`src/rtl/tile_sched_pkg.sv`:
```
// rtl/tile_sched_pkg.sv - shared grid geometry, tile type width, scheduler states and tile index helper
package tile_sched_pkg;

  localparam int GRID_W  = 15;
  localparam int GRID_H  = 15;
  localparam int TYPE_W  = 7;
  localparam int COORD_W = 5;
  localparam int NTILES  = GRID_W * GRID_H;
  localparam int IDX_W   = 8;

  localparam logic [TYPE_W-1:0] TYPE_BLACK = '0;

  typedef enum logic [1:0] {
    SCAN,
    ISSUE,
    WAIT_START,
    WAIT_DONE
  } sched_state_e;

  // Raster index of a tile: row-major, y * GRID_W + x.
  function automatic logic [IDX_W-1:0] tile_idx(input logic [COORD_W-1:0] x,
                                                input logic [COORD_W-1:0] y);
    return IDX_W'(y) * IDX_W'(GRID_W) + IDX_W'(x);
  endfunction

endpackage

```
`src/rtl/tile_xy_counter.sv`:
```
// rtl/tile_xy_counter.sv - round-robin (sx,sy) scan pointer over the tile grid
module tile_xy_counter
  import tile_sched_pkg::*;
(
  input  logic               clk,
  input  logic               rst_n,
  input  logic               advance,
  output logic [COORD_W-1:0] sx,
  output logic [COORD_W-1:0] sy
);

  logic [COORD_W-1:0] sx_q, sx_d;
  logic [COORD_W-1:0] sy_q, sy_d;

  // Next pointer: step x, wrap x into the next row, wrap the last tile back to (0,0).
  always_comb begin
    sx_d = sx_q;
    sy_d = sy_q;
    if (advance) begin
      if (sx_q == COORD_W'(GRID_W - 1)) begin
        sx_d = '0;
        sy_d = (sy_q == COORD_W'(GRID_H - 1)) ? '0 : sy_q + COORD_W'(1);
      end else begin
        sx_d = sx_q + COORD_W'(1);
      end
    end
  end

  // Pointer registers, starting at (0,0).
  always_ff @(posedge clk) begin
    if (!rst_n) begin
      sx_q <= '0;
      sy_q <= '0;
    end else begin
      sx_q <= sx_d;
      sy_q <= sy_d;
    end
  end

  assign sx = sx_q;
  assign sy = sy_q;

endmodule

```
`src/rtl/tile_draw_scheduler.sv`:
```
// rtl/tile_draw_scheduler.sv - tile type/dirty table and copy-engine job sequencer (option: TILE_SCHED_SKIP_SAME_EN)
module tile_draw_scheduler
  import tile_sched_pkg::*;
(
  input  logic               clk,
  input  logic               rst_n,
  input  logic               req_valid,
  input  logic [COORD_W-1:0] req_x,
  input  logic [COORD_W-1:0] req_y,
  input  logic [TYPE_W-1:0]  req_type,
  input  logic               refresh,
  output logic               busy,
  output logic               cp_en,
  input  logic               cp_rdy,
  output logic [COORD_W-1:0] cp_x,
  output logic [COORD_W-1:0] cp_y,
  output logic [TYPE_W-1:0]  cp_type
);

  logic [TYPE_W-1:0]  type_q [NTILES];
  logic [TYPE_W-1:0]  type_d [NTILES];
  logic [NTILES-1:0]  dirty_q, dirty_d;

  sched_state_e       state_q, state_d;
  logic               cp_en_q, cp_en_d;
  logic [COORD_W-1:0] cp_x_q, cp_x_d, cp_y_q, cp_y_d;
  logic [TYPE_W-1:0]  cp_type_q, cp_type_d;

  logic [COORD_W-1:0] sx, sy;
  logic [IDX_W-1:0]   scan_idx, req_idx;
  logic               req_hit, req_mark, take, advance;

  tile_xy_counter u_ptr (
    .clk     (clk),
    .rst_n   (rst_n),
    .advance (advance),
    .sx      (sx),
    .sy      (sy)
  );

  assign scan_idx = tile_idx(sx, sy);
  assign req_idx  = tile_idx(req_x, req_y);
  assign req_hit  = req_valid && (req_x < COORD_W'(GRID_W)) && (req_y < COORD_W'(GRID_H));
`ifdef TILE_SCHED_SKIP_SAME_EN
  assign req_mark = req_hit && (req_type != type_q[req_idx]);
`else
  assign req_mark = req_hit;
`endif
  assign take = (state_q == SCAN) && dirty_q[scan_idx];

  // Table update: clear on job latch first, so refresh and a request to the same tile win.
  always_comb begin
    type_d  = type_q;
    dirty_d = dirty_q;
    if (take)     dirty_d[scan_idx] = 1'b0;
    if (refresh)  dirty_d = '1;
    if (req_hit)  type_d[req_idx] = req_type;
    if (req_mark) dirty_d[req_idx] = 1'b1;
  end

  // Table registers: black everywhere, all dirty so the first frame paints every tile.
  always_ff @(posedge clk) begin
    if (!rst_n) begin
      for (int i = 0; i < NTILES; i++) type_q[i] <= TYPE_BLACK;
      dirty_q <= '1;
    end else begin
      type_q  <= type_d;
      dirty_q <= dirty_d;
    end
  end

  // Job sequencing: latch a dirty tile, handshake once, then track the engine's rdy low/high.
  always_comb begin
    state_d   = state_q;
    cp_en_d   = cp_en_q;
    cp_x_d    = cp_x_q;
    cp_y_d    = cp_y_q;
    cp_type_d = cp_type_q;
    advance   = 1'b0;
    case (state_q)
      SCAN: begin
        if (take) begin
          cp_x_d    = sx;
          cp_y_d    = sy;
          cp_type_d = type_q[scan_idx];
          cp_en_d   = 1'b1;
          state_d   = ISSUE;
        end else begin
          advance = 1'b1;
        end
      end
      ISSUE: begin
        if (cp_rdy) begin
          cp_en_d = 1'b0;
          state_d = WAIT_START;
        end
      end
      WAIT_START: begin
        if (!cp_rdy) state_d = WAIT_DONE;
      end
      WAIT_DONE: begin
        if (cp_rdy) begin
          advance = 1'b1;
          state_d = SCAN;
        end
      end
      default: state_d = SCAN;
    endcase
  end

  // FSM and registered job outputs.
  always_ff @(posedge clk) begin
    if (!rst_n) begin
      state_q   <= SCAN;
      cp_en_q   <= 1'b0;
      cp_x_q    <= '0;
      cp_y_q    <= '0;
      cp_type_q <= TYPE_BLACK;
    end else begin
      state_q   <= state_d;
      cp_en_q   <= cp_en_d;
      cp_x_q    <= cp_x_d;
      cp_y_q    <= cp_y_d;
      cp_type_q <= cp_type_d;
    end
  end

  assign busy    = (|dirty_q) || (state_q != SCAN);
  assign cp_en   = cp_en_q;
  assign cp_x    = cp_x_q;
  assign cp_y    = cp_y_q;
  assign cp_type = cp_type_q;

endmodule

```
`config.mk`:
```
export PLATFORM = sky130hd
export DESIGN_NAME = tile_draw_scheduler
export DESIGN_NICKNAME = d
export VERILOG_FILES = /design/src/rtl/tile_sched_pkg.sv /design/src/rtl/tile_xy_counter.sv /design/src/rtl/tile_draw_scheduler.sv
export SDC_FILE = /design/constraint.sdc
export NUM_CORES = 2
export LEC_CHECK = 0
export ABC_AREA = 1
export CAP_MARGIN = 20
export CORE_MARGIN = 3
export CORE_UTILIZATION = 44
export DETAILED_ROUTE_END_ITERATION = 8
export DONT_BUFFER_PORTS = 1
export GPL_ROUTABILITY_DRIVEN = 0
export PLACE_DENSITY = 0.66
export REMOVE_ABC_BUFFERS = 1
export SYNTH_ARGS = -nofsm -noshare
export SYNTH_HDL_FRONTEND = slang
export SYNTH_HIERARCHICAL = 1
export SYNTH_SLANG_ARGS = --single-unit
```
`constraint.sdc`:
```
create_clock -name clk -period 6.9 [get_ports clk]
set_input_delay 1.035 -clock clk [delete_from_list [all_inputs] [get_ports clk]]
set_output_delay 1.035 -clock clk [all_outputs]
set_load 0.05 [all_outputs]
```
* Word-level counts from Yosys, hierarchy flattened
Cells that the tools add are included.
** Operators by class
- Bitwise operators :: 5
- Reductions and logical operators :: 15
- Equal/unequal tests :: 9
- Muxes and demuxes :: 28
- Shift operators :: 0
- Order comparisons :: 9
- Divide/modulo/power cells :: 0
- $add $sub $neg :: 4
- Multipliers :: 2
** Operators by type and width (number)
- 1575-bit bitwise mux :: 1
- 225-bit 2-to-1 mux :: 3
- 225-bit AND :: 1
- 225-bit NOT :: 1
- 225-bit bitwise OR :: 1
- 225-bit OR reduction :: 1
- 7-bit binary-select mux with 8-bit select :: 1
- 7-bit demux with 8-bit select :: 1
- 7-bit 2-to-1 mux :: 3
- 9-bit >= comparator, second input constant :: 2
- 8-bit by 9-bit less-than comparator with 1-bit output, second input constant :: 2
- 8-bit NOT with 9-bit output :: 2
- 8-bit by 5-bit adder with 8-bit output :: 2
- 1-bit demux with 8-bit select :: 2
- 8-bit by 1-bit >= comparator with 1-bit output, second input constant :: 2
- 5-bit by 4-bit multiplier with 8-bit output, second input constant :: 2
- 5-bit by 1-bit adder with 5-bit output, second input constant :: 2
- 5-bit by 4-bit equality test with 1-bit output, second input constant :: 2
- 5-bit by 4-bit less-than comparator with 1-bit output, second input constant :: 2
- 5-bit 2-to-1 mux :: 2
- 9-bit by 1-bit less-than comparator with 1-bit output, second input constant :: 1
- 1-bit binary-select mux with 8-bit select :: 1
- 2-bit 2-to-1 mux :: 4
- 2-bit != test, second input constant :: 4
- 12 further kinds :: 27
** Storage, ports and cells
- Word-level logic and storage cells :: 305
- Input bits :: 22
- Memory bits (read-only) :: 0
- RAM bits :: 0
- Memories kept :: 0
- Register bits after elaboration :: 1830
- Bits in latches :: 0

* Logic depth before layout (Yosys ltp)
- Depth in word-level cells :: 12
- Depth in mapped cells :: 29

* Modules after synthesis
Netlist, hierarchy kept.
** Modules (own cells, without submodules)
- tile_draw_scheduler :: cells each 11493, times used 1, area each 80916.4 um2
- tile_xy_counter :: cells each 73, times used 1, area each 545.5 um2

* Worst setup path after synthesis
OpenSTA, ideal clock, no wires.
- Path type :: input-to-reg
- Start :: in req_y[0]
- End :: reg type_q[854] (netlist bit)
- Library setup time :: 64 ps
- Path buffers :: 1
- Setup slack :: 2093 ps
- Required time :: 6836 ps
- Stages on the path :: 20
- Arrival time :: 4743 ps
- Cells stage by stage :: fa_1 > fa_1 > inv_1 > fa_1 > inv_1 > ha_1 > nand2_1 > nor2_1 > a211oi_2 > nor2_1 > o21ai_1 > nand2_2 > xor2_2 > nand2_1 > nor2_2 > buf_4 > nand2_1 > inv_1 > nor2_1 > nor2_1
** On the way
- Word-level cells in the longest chain between the ends :: 8
- Elaborated cells between the ends (all ways) :: 11
- Those cells by class :: 1 x add/sub; 1 x mul; 3 x order compare; 3 x mux; 1 x bitwise; 2 x reduce/logical
** Ends and longest elaborated chain
- start, declared :: RTL line tile_draw_scheduler.sv:9 : input logic [COORD_W-1:0] req_y,
- 5-bit by 4-bit multiplier with 8-bit output :: RTL line tile_sched_pkg.sv:23 : return IDX_W'(y) * IDX_W'(GRID_W) + IDX_W'(x);
- 8-bit by 5-bit adder with 8-bit output :: RTL line tile_sched_pkg.sv:23
- 8-bit NOT with 9-bit output (implied by the code) :: RTL line tile_draw_scheduler.sv:57 : if (req_hit) type_d[req_idx] = req_type;
- 9-bit >= comparator (implied by the code) or 9-bit by 1-bit less-than comparator with 1-bit output (tied branches) :: RTL line tile_draw_scheduler.sv:57
- 1-bit logical AND (implied by the code) :: RTL line tile_draw_scheduler.sv:57
- 7-bit 2-to-1 mux (implied by the code) :: RTL line tile_draw_scheduler.sv:57
- 7-bit demux with 8-bit select :: RTL line tile_draw_scheduler.sv:57
- 1575-bit bitwise mux :: RTL line tile_draw_scheduler.sv:57
- end signal, assigned :: RTL line tile_draw_scheduler.sv:67 : type_q <= type_d;
- end, declared :: RTL line tile_draw_scheduler.sv:20 : logic [TYPE_W-1:0] type_q [NTILES];
Parallel ways exist; a longest one is shown, timed or not.
A chain may end at the register's enable or synchronous reset.

* Worst setup path in the final report
- Start :: reg u_ptr.sy_q[0], in the netlist u_ptr/sy[0]
- End :: reg cp_type_q[6], in the netlist cp_type[6]
** On the way
- Word-level cells in the longest chain between the ends :: 6
- Elaborated cells between the ends (all ways) :: 10
- Those cells by class :: 1 x add/sub; 1 x mul; 5 x mux; 1 x bitwise; 2 x reduce/logical
** Ends and longest elaborated chain
- start, declared :: RTL line tile_xy_counter.sv:13 : logic [COORD_W-1:0] sy_q, sy_d;
- start signal, assigned :: RTL line tile_xy_counter.sv:36 : sy_q <= sy_d;
- 5-bit by 4-bit multiplier with 8-bit output (*) :: RTL line tile_sched_pkg.sv:23
- 8-bit by 5-bit adder with 8-bit output (*) :: RTL line tile_sched_pkg.sv:23
- 1-bit binary-select mux with 8-bit select or 8-bit NOT with 9-bit output (tied branches) :: RTL line tile_draw_scheduler.sv:49, tile_draw_scheduler.sv:85
- 1-bit 2-to-1 mux (implied by the code) or 7-bit binary-select mux with 8-bit select (tied branches) :: RTL line tile_draw_scheduler.sv:49, tile_draw_scheduler.sv:85
- 1-bit logical AND or 7-bit 2-to-1 mux (tied branches) :: RTL line tile_draw_scheduler.sv:49, tile_draw_scheduler.sv:85
- 2-bit AND reduction (no line) or 7-bit 2-to-1 mux (tied branches)
- end signal, assigned :: RTL line tile_draw_scheduler.sv:124 : cp_type_q <= cp_type_d;
- end, declared :: RTL line tile_draw_scheduler.sv:27 : logic [TYPE_W-1:0] cp_type_q, cp_type_d;
Every way passes the cells marked *; elsewhere a longest branch is shown, timed or not. The select of a mux whose other input is x is not followed.

==> flow_summary.json <==
{
  "cts_made_buffers": 189,
  "row_count": 157,
  "crit_type": "flip-flop to flip-flop",
  "fillers": 18130,
  "ant_nets": 0,
  "worst_setup_path_start_kind": "flip-flop",
  "grt_use_total_pct": 31.34,
  "timing.final.max_slew_violations": 0,
  "globalRouteOverflowTotal": 0,
  "die_h_um": 436.3,
  "io_buffers": 0,
  "ir_worst_vdd_mv": 0.3363,
  "max_slew_margin_pct": 2.662,
  "synthesis.area_sq_um": 81460,
  "cts_setup_buffers": 0,
  "fin_crit_ns": 6.153,
  "critPathCaptureType": "flip-flop",
  "cts_root_buf": "clkbuf_16",
  "clk_latency_ns": 0.85,
  "clkSinkCount": 1830,
  "rsz0062_at_grt": "false",
  "ys.warnings.count": 6,
  "final_util_pct": 49.05,
  "setup.reg_to_reg.worst_slack_ns": 0.75,
  "hold_violations": 0,
  "drive_gt1_share_pct": 6.681,
  "outcome": "completed",
  "multi_input_area_sq_um": 40160,
  "maxCapViolations": 0,
  "final.setup.worst_slack_ns": 0.7467,
  "nets": 11230,
  "grt_pass1_wl_mm": 469.2,
  "dp_hpwl_mm": 187.7,
  "vias_per_cell": 5.969,
  "final-seq-area_sq_um": 36640,
  "cp_data_arrival_time_ns": 6.86,
  "cts_tree": "built",
  "io_pins": 41,
  "drt-initial-drc-count": 11780,
  "synth_cell_types": 44,
  "ys_ff_latch": 1830,
  "post-route-drc-count": 0,
  "setup-violations-final": 0,
  "syn_inst": 11570,
  "power_uw": 26380,
  "syn_area_per_cell_sq_um": 7.043,
  "hold_class": "primary input to flip-flop",
  "holdBufCountCts": 0,
  "placed_area_sq_um": 83290,
  "syn_to_final_growth_pct": 10.46,
  "powerDensity_nw_per_um2": 293.2,
  "clock-skew-final_ns": 0.05481,
  "fmax_mhz": 162.5,
  "grt_antenna_before_repair": 7,
  "cts_buffer_depth": 3,
  "fp.dieArea_sq_um": 190300,
  "p_leak_uw": 0.03542,
  "final_area_sq_um": 89990,
  "die_w_um": 436.3,
  "yosysSeqAreaShare_pct": 44.97,
  "coreArea_sq_um": 183500,
  "tightest_slew_ns": 1.460,
  "vias": 82200,
  "cp_data_required_time_ns": 7.60,
  "clk_pin_slew_ns": 0.06,
  "start_util_pct": 44.40,
  "cts_resized": 0,
  "finalWirelength_mm": 313.4,
  "min_period_over_period_pct": 89.18,
  "pre_cts_slack_ns": 0.9021,
  "grt_pass1_vias": 76010,
  "cp_max_fo": 28,
  "htreeDepth": 4,
  "grt_max_degree": 1600,
  "wl_per_cell_um": 22.76,
  "first_pass_iters": 6
}
## Yosys cell counts (all sizes together)
cell type / instances / area [sq um]
o21ai: 1919 / 9615
a31oi: 2 / 12.51
inv: 383 / 1438
clkbuf: 619 / 2330
a22oi: 776 / 5826
nand3: 248 / 1386
a21oi: 143 / 723.2
dfxtp: 1830 / 36640
nor4: 54 / 337.8
ha: 40 / 500.5
xnor2: 7 / 98.84
o41ai: 1 / 8.760
xor2: 8 / 77.58
a211oi: 1 / 12.51
o31ai: 2 / 15.01
nor3: 485 / 2439
o211ai: 2 / 15.01
or4: 4 / 30.03
nand2: 1655 / 6237
and2: 2 / 12.51
nand4: 49 / 306.5
fa: 20 / 400.4
buf: 217 / 1061
nor2: 3088 / 11870
nand3b: 5 / 37.54
or2: 6 / 37.54
## critical path: stages (launching register included)
cell and delay, ns:
dfxtp_1 0.56, fa_1 0.52, fa_1 0.50, inv_1 0.05, fa_1 0.47, inv_1 0.04, ha_1 0.39, xnor2_1 0.43
nor2_4 0.30, inv_2 0.15, buf_4 0.61, a21oi_1 0.08, o21ai_0 0.59, nand4_1 0.22, nand2_1 0.22, nand3_1 0.19
nor3_1 0.56, nor2_1 0.09
## cells by family (layout without fill, tap and decap cells)
family	count (synthesis)	after routing	synth area share, %
XOR/XNOR	15	15	0.2166
other	0	6	0
buffers and inverters	1219	954	5.927
flip-flops	1830	1830	44.97
adder cells (fa/ha/maj)	60	60	1.106
AND/OR/NAND/NOR	5596	5596	27.86
AO/OA/AOI/OAI	2846	2846	19.92
## per-stage QoR
stage | setup TNS, ns | cells | hold slack [ns]
global route | 0 | 13770 | 0.3360
floorplan | -1387.67 | 10730 | 0.4233
global placement | 0 | 13410 | 0.4319
finish | 0 | 13770 | 0.3430
CTS | 0 | 13760 | 0.3774
detailed placement | 0 | 13410 | 0.4365
## routing by layer
| metal | up-vias | part of all wire [%] | GRT usage [%] |
|---|---|---|---|
| li1 | 37710 | - | - |
| met1 | 38690 | 39 | 40.97 |
| met2 | 4778 | 43 | 47.83 |
| met3 | 1020 | 11 | 6.934 |
| met4 | 4 | 6.3 | 17.50 |
| met5 | - | 0.011 | 0 |
## flip-flops by register name, indices dropped and copies added (netlist names)
name      cells
type_q     1575
cp_type       7
state_q       2
dirty_q     225
cp_x          5
u_ptr/sy      5
cp_y          5
cp_en         1
u_ptr/sx      5
## where the power goes
group	internal [uW]	switching (uW)	leakage, uW	total (uW)
clock	6250	4530	0.00319	10800
sequential	10700	257	0.0147	10900
combinational	872	3800	0.0175	4670
total	17800	8580	0.0354	26400
## layout by cell type (no fill, tap or decap), types with 4 or more instances in the layout
cell           n
nor2_1      2977
buf_12        28
clkinvlp_4    10
clkbuf_8      46
o21ai_0     1791
fa_1          20
inv_6          5
xor2_1         7
ha_1          39
bufinv_16     18
a22oi_1      776
nand3b_1       5
nand2_4        5
nor4_1        54
clkinv_8       5
clkbuf_16    190
nand3_1      222
diode_2        6
nand3_2       24
inv_2         55
buf_16         5
xnor2_1        5
or2_2          5
dfxtp_1     1830
inv_1        325
nor3_1       484
clkbuf_1      37
nand2_2        8
o21ai_1      127
buf_4        187
nor2_4        24
nand2_1     1642
nor2_2        87
nand4_1       49
clkinv_2      31
or4_1          4
a21oi_1      141
## worst paths after layout
check / depth (start not counted) / endpoint / start
worst max register to register: 17 / cp_type[6]$_SDFFE_PN0P_ / u_ptr/sy[0]$_SDFFE_PN0P_
worst max-delay path: 17 / cp_type[6]$_SDFFE_PN0P_ / u_ptr/sy[0]$_SDFFE_PN0P_
worst min-delay path: 2 / type_q[1131]$_SDFFE_PN0P_ / rst_n
worst min register to register: 2 / type_q[790]$_SDFFE_PN0P_ / type_q[790]$_SDFFE_PN0P_
## cell type report
class                           count  share of cell area, %
Multi-Input combinational cell   8517                  44.63
Sequential cell                  1830                  40.71
Clock buffer                      273                  6.142
Tap cell                         2464                  3.426
Timing Repair Buffer              223                  2.353
Inverter                          383                  1.614
Clock inverter                     75                  1.103
Antenna cell                        6                0.01669
Note: power is estimated with default switching activity, not from simulation.
